<file path="src/rtl/aes_round_sequencer.sv">
// Iterative AES round controller: state, round counter and Rcon for 128/192/256-bit keys.
// Optional abort input enabled by defining AES_SEQ_ABORT_EN.
module aes_round_sequencer #(
  parameter int KEY_BITS = 128,
  parameter int DATA_W   = 128
) (
  input  logic                clk,
  input  logic                rst_n,
  input  logic                load_i,
  input  logic                dec_i,
  input  logic [DATA_W-1:0]   data_i,
  input  logic [KEY_BITS-1:0] key_i,
  output logic                rnd_go_o,
  input  logic                rnd_ack_i,
  output logic [DATA_W-1:0]   rnd_state_o,
  output logic [KEY_BITS-1:0] rnd_key_o,
  output logic [3:0]          round_o,
  output logic [7:0]          rcon_o,
  output logic                first_round_o,
  output logic                final_round_o,
  output logic                dec_o,
  input  logic [DATA_W-1:0]   rnd_result_i,
  output logic [DATA_W-1:0]   data_o,
  output logic                busy_o,
`ifdef AES_SEQ_ABORT_EN
  input  logic                abort_i,
`endif
  output logic                done_o
);

  localparam int NR = KEY_BITS / 32 + 6;
  localparam logic [3:0] NR4 = 4'(NR);

  function automatic logic [7:0] xtime(
    input logic [7:0] x
  );
    return {x[6:0], 1'b0} ^ (x[7] ? 8'h1B : 8'h00);
  endfunction

  function automatic logic [7:0] inv_xtime(
    input logic [7:0] x
  );
    logic [7:0] t;
    t = x ^ 8'h1B;
    return x[0] ? {1'b1, t[7:1]} : {1'b0, x[7:1]};
  endfunction

  function automatic logic [7:0] rcon_nth(
    input int n
  );
    logic [7:0] r;
    r = 8'h01;
    for (int i = 1; i < n; i++) r = xtime(r);
    return r;
  endfunction

  localparam logic [7:0] RCON_NR = rcon_nth(NR);

  if (DATA_W != 128) begin : g_dw_chk
    $error("aes_round_sequencer: DATA_W must be 128");
  end

  if (KEY_BITS != 128 && KEY_BITS != 192 &&
      KEY_BITS != 256) begin : g_kb_chk
    $error("aes_round_sequencer: bad KEY_BITS");
  end

  typedef enum logic [1:0] {
    S_IDLE,
    S_RUN,
    S_DONE
  } state_t;

  state_t state_q, state_d;

  logic [3:0]          step_q;
  logic [7:0]          rcon_q;
  logic [7:0]          rcon_nx;
  logic [DATA_W-1:0]   blk_q;
  logic [DATA_W-1:0]   out_q;
  logic [KEY_BITS-1:0] key_q;
  logic                dec_q;
  logic                load_ok;
  logic                adv;
  logic                fin;
  logic                abort;
  logic                last;

`ifdef AES_SEQ_ABORT_EN
  assign abort = abort_i;
`else
  assign abort = 1'b0;
`endif

  assign last = (step_q == NR4);

  always_comb begin
    state_d = state_q;
    load_ok = 1'b0;
    adv     = 1'b0;
    fin     = 1'b0;
    unique case (state_q)
      S_IDLE: begin
        if (load_i) begin
          load_ok = 1'b1;
          state_d = S_RUN;
        end
      end
      S_RUN: begin
        if (abort) begin
          state_d = S_IDLE;
        end else if (rnd_ack_i) begin
          adv = 1'b1;
          if (last) begin
            fin     = 1'b1;
            state_d = S_DONE;
          end
        end
      end
      S_DONE:  state_d = S_IDLE;
      default: state_d = S_IDLE;
    endcase
  end

  // Decrypt walks the Rcon chain backwards from Rcon[NR].
  always_comb begin
    rcon_nx = 8'h00;
    unique case (1'b1)
      (step_q == 4'd0) && !dec_q: rcon_nx = 8'h01;
      (step_q == 4'd0) &&  dec_q: rcon_nx = RCON_NR;
      (step_q != 4'd0) && !dec_q: rcon_nx = xtime(rcon_q);
      (step_q != 4'd0) &&  dec_q: rcon_nx = inv_xtime(rcon_q);
      default:                    rcon_nx = 8'h00;
    endcase
  end

  always_ff @(posedge clk or negedge rst_n) begin
    if (!rst_n) begin
      state_q <= S_IDLE;
      step_q  <= '0;
      rcon_q  <= '0;
      blk_q   <= '0;
      out_q   <= '0;
      key_q   <= '0;
      dec_q   <= 1'b0;
    end else begin
      state_q <= state_d;
      if (load_ok) begin
        blk_q  <= data_i;
        key_q  <= key_i;
        dec_q  <= dec_i;
        step_q <= '0;
        rcon_q <= '0;
      end
      if (adv) begin
        blk_q <= rnd_result_i;
      end
      if (adv && !fin) begin
        step_q <= step_q + 4'd1;
        rcon_q <= rcon_nx;
      end
      if (fin) begin
        out_q <= rnd_result_i;
      end
    end
  end

  assign busy_o        = (state_q != S_IDLE);
  assign done_o        = (state_q == S_DONE);
  assign rnd_go_o      = (state_q == S_RUN);
  assign first_round_o = rnd_go_o && (step_q == 4'd0);
  assign final_round_o = rnd_go_o && last;
  assign round_o       = dec_q ? (NR4 - step_q) : step_q;
  assign rcon_o        = rcon_q;
  assign rnd_state_o   = blk_q;
  assign rnd_key_o     = key_q;
  assign dec_o         = dec_q;
  assign data_o        = out_q;

endmodule
</file>
<file path="config.mk">
export PLATFORM = sky130hd
export DESIGN_NAME = aes_round_sequencer
export DESIGN_NICKNAME = d
export VERILOG_FILES = /design/src/rtl/aes_round_sequencer.sv
export SDC_FILE = /design/constraint.sdc
export NUM_CORES = 1
export LEC_CHECK = 0
export ABC_AREA = 1
export CORE_AREA = 3 3 310 312
export CTS_CLUSTER_SIZE = 16
export DETAILED_ROUTE_END_ITERATION = 10
export DIE_AREA = 0 0 313 315
export PLACE_DENSITY_LB_ADDON = 0.15
export RECOVER_POWER = 50
export SLEW_MARGIN = 20
export SYNTH_ARGS = -nofsm -noshare
export SYNTH_HDL_FRONTEND = slang
export SYNTH_SLANG_ARGS = --single-unit
</file>
<file path="constraint.sdc">
create_clock -name clk -period 2.11 [get_ports clk]
set_input_delay 0.3165 -clock clk [delete_from_list [all_inputs] [get_ports clk]]
set_output_delay 0.3165 -clock clk [all_outputs]
set_load 0.01 [all_outputs]
</file>
# After elaboration in Yosys (flattened, before gate mapping)
# Cells that the tools add are included.
# op_classes
n_addsub	2
eq_ne	6
muxes	21
bitwise	2
n_reduce_logical	16
# op_table
op	count
128-bit 2-to-1 mux	2
8-bit case mux with 4 select lines	1
8-bit 2-to-1 mux	3
4-bit 2-to-1 mux	3
8-bit by 5-bit XOR with 8-bit output	1
1-bit logical AND	7
1-bit 2-to-1 mux	7
2-bit 2-to-1 mux	3
2-bit nonzero test	3
5-bit 2-to-1 mux	1
4-bit by 1-bit adder with 4-bit output (second input constant)	1
4-bit equality test (second input constant)	1
4-bit logical NOT	1
2-bit by 1-bit != test with 1-bit output (second input constant)	2
4-bit inverter	1
2-bit case mux with 2 select lines	1
4-bit nonzero test	1
4-bit subtractor (first input constant)	1
3-bit AND reduction	1
2-bit by 1-bit equality test with 1-bit output (second input constant)	1
2-bit equality test (second input constant)	1
1-bit logical NOT	2
2-bit logical NOT	1
2-bit != test (second input constant)	1
# totals
regBits	399
inputBits	389
out_inout_bits	402

# Depth between registers and ports, before layout
# logic_depth
ltp_word	7
ltp_mapped	11
depth_no_buf	9

# Worst setup path before layout
# Ideal clock, no wire load.
# synth_path
path_type	register -> output
from	register step_q[0]
to	output port final_round_o
arrival_ps	1307
required_time_ps	1794
slack_ps	487
path_stages_with_launch	8
n_path_buf	1
path_cell_list	dfrtp_1 > inv_1 > ha_1 > nand2_1 > nor2_2 > inv_2 > clkbuf_1 > nor2_1
# synth_between
elab_chain_len	2
# synth_lines
item	line	text
start: declaration	76	logic [3:0] step_q;
start signal: assignment	159	step_q <= step_q + 4'd1;
4-bit equality test	95	assign last = (step_q == NR4);
1-bit logical AND	172	assign final_round_o = rnd_go_o && last;
end: declaration	20	output logic final_round_o,
# Every way passes these cells.

# Worst setup path after layout
# layout_path
from	register step_q[0]
to	output port round_o[2]
# layout_between
elab_chain_len	2
# layout_lines
item	line	text
4-bit subtractor	173	assign round_o = dec_q ? (NR4 - step_q) : step_q;
4-bit 2-to-1 mux	173	
end: declaration	17	output logic [3:0] round_o,
# Every way passes these cells.

==> tab_implementation.tex <==
\begin{tabular}{lr}
\hline
Metric & Value \\
\hline
\multicolumn{2}{l}{\textbf{GRT}} \\
\quad Total gr overflow & 0 \\
\quad Vias in the first global route & around 17,000 \\
\quad Initial antenna violation count & 12 \\
\quad Pin count of the biggest net entering global routing & $\sim$110 \\
\quad Global-route usage over all layers & 15.8\% \\
\quad First-pass GRT wire length & roughly 120,000 um \\
\multicolumn{2}{l}{\textbf{Finish}} \\
\quad Number of nets in the layout & 3,164 \\
\quad Area used by multi-input combinational logic & approximately 0.0058 mm\^{}2 \\
\quad Sequential cell area & 0.00999 mm\^{}2 \\
\quad Proportion of layout cells with a drive suffix above 1 & roughly 7.1\% \\
\quad Fin area & between 0.02 and 0.03 mm\^{}2 \\
\quad Layout fillers & around 10,000 \\
\quad Area Growth Syn to Fin & 67.4\% \\
\multicolumn{2}{l}{\textbf{Floorplanning}} \\
\quad Core ar. & about 0.093 mm\^{}2 \\
\quad Initial Util & around 18\% \\
\quad Die X-Extent & 313 um \\
\quad Top-level port count & 791 \\
\quad Floorplan die area & 0.0986 mm\^{}2 \\
\quad Number of rows in the core area & 112 \\
\quad Height of the die & 315 um \\
\multicolumn{2}{l}{\textbf{Pwr}} \\
\quad Pwr Total & approximately 40 mW \\
\quad Sw Share & a little over a third \\
\quad Part of the total power dissipated in the clock network & around 22\% \\
\quad Total power per unit cell area & 1400 mW/mm\^{}2 \\
\quad Proportion of power drawn by flip-flops and latches & approximately a third \\
\quad Logic gate share of total power & 44.0\% \\
\quad Total internal power & 24.9 mW \\
\quad IR drop worst, VDD & between 0.0006 and 0.0007 V \\
\quad Leak Pwr & approximately 13 nW \\
\quad P\_sw & roughly 14 mW \\
\multicolumn{2}{l}{\textbf{Run status}} \\
\quad Status & completed \\
\multicolumn{2}{l}{\textbf{Drt}} \\
\quad Total routed wirelength & about 81,000 um \\
\quad Avg Vias per Cell & 3.98 \\
\quad Number of detailed-routing iterations run before antenna repair & 5 \\
\quad Average wire length per cell after detail routing & approximately 20 um \\
\quad DR vias & 16,190 \\
\quad Number of nets with antenna violations after detailed routing & 0 \\
\quad Number of violations reported at the end of detailed-routing iteration 0 & between 900 and 1,000 \\
\quad DRC & 0 \\
\multicolumn{2}{l}{\textbf{Worst setup path}} \\
\quad Sort of element at the start of the critical path & flop \\
\quad Arrival @ worst endpoint & between 1.5 and 2 ns \\
\quad Max Fanout on Critical Path & 4 \\
\quad Crit Reg-Reg Startpoint & state\_q[1] \\
\quad Start point of the critical path & step\_q[0] \\
\quad Worst R2R Path Depth & 6 \\
\quad Reg2Reg Setup Slack & between 0.15 and 0.2 ns \\
\quad Critical register-to-register path endpoint & rnd\_state\_o[123] \\
\quad Endpoint required time on the critical path & between 1.5 and 2 ns \\
\quad CP endpoint kind & output pin \\
\quad Capturing instance or port of the critical path & round\_o[2] \\
\quad Crit path kind & flop to output pin \\
\multicolumn{2}{l}{\textbf{Clock network}} \\
\quad CTS tree & built \\
\quad Number of H-tree levels & 2 \\
\quad Clock insertion delay at the later pin of the skew report & approximately 0.60 ns \\
\quad Cell at the root of the clock tree & clkbuf\_16 \\
\quad Clock transition at path regs & approximately 0.060 ns \\
\quad Clock Tree Buf Depth & 3 \\
\quad Clock buffers created by TritonCTS & 50 \\
\quad TritonCTS Sinks & about 400 \\
\multicolumn{2}{l}{\textbf{STA}} \\
\quad Fin crit period & 2.04 ns \\
\quad Worst hold slack across all endpoints & between 0.2 and 0.25 ns \\
\quad Final Setup Violations & 0 \\
\quad Final hold vios & 0 \\
\quad Slew Viols, Final & 0 \\
\quad Worst rel slew slack & a little over an eighth \\
\quad Slew at the pin closest to its max-slew limit & about 1.3 ns \\
\quad Achievable clock frequency & approximately 490 MHz \\
\quad RSZ-0062 raised after global routing & yes \\
\quad Final worst-path cycle share & a little over nine tenths \\
\quad Clk\_skew & around 0.021 ns \\
\multicolumn{2}{l}{\textbf{Synth}} \\
\quad Post-Synthesis Cells & approximately 2,000 \\
\quad Cell types with the highest counts after synthesis & nand2\_1 (1,006), dfrtp\_1 (399), o21ai\_1 (111), inv\_1 (102), nand3\_1 (100) \\
\quad Most common cell in the netlist & nand2\_1 \\
\quad Mapped cell area & between 0.015 and 0.02 mm\^{}2 \\
\quad Area fraction of the dominant cell type after synthesis & between 50\% and 60\% \\
\quad Mean Syn Cell Area & 8.46 um\^{}2 \\
\quad Async S/R FF share, synth & between 90\% and 100\% \\
\quad Top FF cell, synth & dfrtp\_1 \\
\quad Sequential element share of the synthesized area & between 50\% and 60\% \\
\quad Yosys top cell by area & dfrtp\_1 \\
\quad Number of distinct standard cells referenced by the synthesized netlist & 25 \\
\quad Net count after synthesis & 2,366 \\
\quad Number of synthesized flops with an enable pin & 0 \\
\quad Number of synthesized register bits & $\sim$400 \\
\quad Cell types with the largest area share after synthesis & dfrtp\_1 (60\%), nand2\_1 (23\%), o21ai\_1 (3.3\%) \\
\quad Total of warnings raised by yosys & 0 \\
\multicolumn{2}{l}{\textbf{Placed design}} \\
\quad Instance area after placement & $\sim$0.026 mm\^{}2 \\
\quad Half-perimeter wire length after detailed placement & a little over 60,000 um \\
\quad Final weighted congestion in routability-driven placement & 0.825 \\
\quad Port buffer count & a little under 800 \\
\multicolumn{2}{l}{\textbf{Hold path}} \\
\quad Class of the most critical hold timing path & input port to flop \\
\multicolumn{2}{l}{\textbf{Job}} \\
\quad Max-cap violations & 0 \\
\hline
\end{tabular}
registers in the layout, summed over array words and instances, names as in the netlist:
signal	cells
rnd_key_o	128
rnd_state_o	128
rcon_o	8
state_q	2
step_q	4
dec_o	1
data_o	128
through the flow:
stage | utilization (%) | TNS [ns] | instances | setup WS [ns]
floorplan | - | 0 | 1974 | 0.487
global placement | 28.2 | 0 | 3967 | 0.129
detailed placement | 28.2 | 0 | 3967 | 0.0759
CTS | 30.0 | -0.129 | 4055 | -0.0688
global route | 30.0 | -0.132 | 4068 | -0.0294
finish | 30.0 | 0 | 4070 | 0.0709
final cells by class:
class	instances	share of cell area (%)
repair buffers	862	30.7
flip-flops and latches	399	35.7
clock buffers	73	5.18
well taps	1254	5.61
multi-input cells	1352	20.6
diodes	9	0.0805
inverters	107	1.47
clock inverters	14	0.689
cells in the final DEF (no fill, tap or decap), types with 3 or more instances in the layout:
cell type	count
nand2_1	1006
clkdlybuf4s50_1	780
dfrtp_1	396
o21ai_1	112
inv_1	101
nand3_1	100
o21ai_0	78
clkbuf_16	50
buf_4	37
o21ai_2	31
clkbuf_1	19
buf_12	14
clkbuf_8	11
diode_2	9
clkbuf_2	9
nor2_1	8
clkinv_2	7
buf_6	7
inv_2	4
nor2_4	4
dlygate4sd2_1	4
bufinv_16	3
dfrtp_2	3
power by group through the flow:
stage	clock, mW	sequential, mW	combinational (mW)
CTS	9.09	13.3	17.7
detailed placement	0	13.3	17.6
floorplan	0	14.6	4.62
global route	9.38	13.7	18.7
global placement	0	13.2	17.6
finish	8.68	13.3	17.3
kinds of logic (layout without fill, tap and decap cells):
family                     Yosys count  after routing  share of synthesized area (%)
and+or+nand+nor                   1124           1124                           26.2
adders and majority gates            3              3                          0.225
buffers and inverters              223           1056                           6.31
DFF                                399            399                           59.8
other                                0              9                              0
AOI/OAI and AO/OA                  223            223                           7.36
xor gates and xnor gates             2              2                          0.105
critical path: stages, from the launching register on:
cell and delay (ns):
dfrtp_1 0.40, buf_6 0.14, ha_4 0.17, xnor2_4 0.12, o21ai_2 0.16, buf_12 0.15
per-layer routing:
layer  vias up  global-route usage, %  routed length [um]
li1       7725                      -                   -
met1      7891                   16.9               29800
met2       469                   30.0               43800
met3       101                   4.95                5760
met4         4                   3.88                1610
met5         -                      0                  27
worst min path at each step:
stage,to,cells past startpoint,slack (ns),startpoint
3_3_place_gp,rnd_state_o[27],1,0.27,rst_n
3_5_place_dp,rnd_state_o[27],1,0.28,rst_n
5_1_grt,rnd_key_o[69],3,0.22,key_i[69]
6_report,rnd_key_o[45],3,0.25,key_i[45]
4_1_cts,rnd_key_o[45],3,0.19,key_i[45]
2_1_floorplan,data_o[0],0,0.02,rst_n
what timing repair did:
action                     in CTS  in global routing
setup endpoints to repair      10                  6
pin swaps                       1                  5
hold buffers                    1                  0
buffers inserted                0                  6
gates cloned                    0                  0
gates resized for setup        27                 16
hold endpoints to repair       78                  0
(Power assumes the default switching activity.)
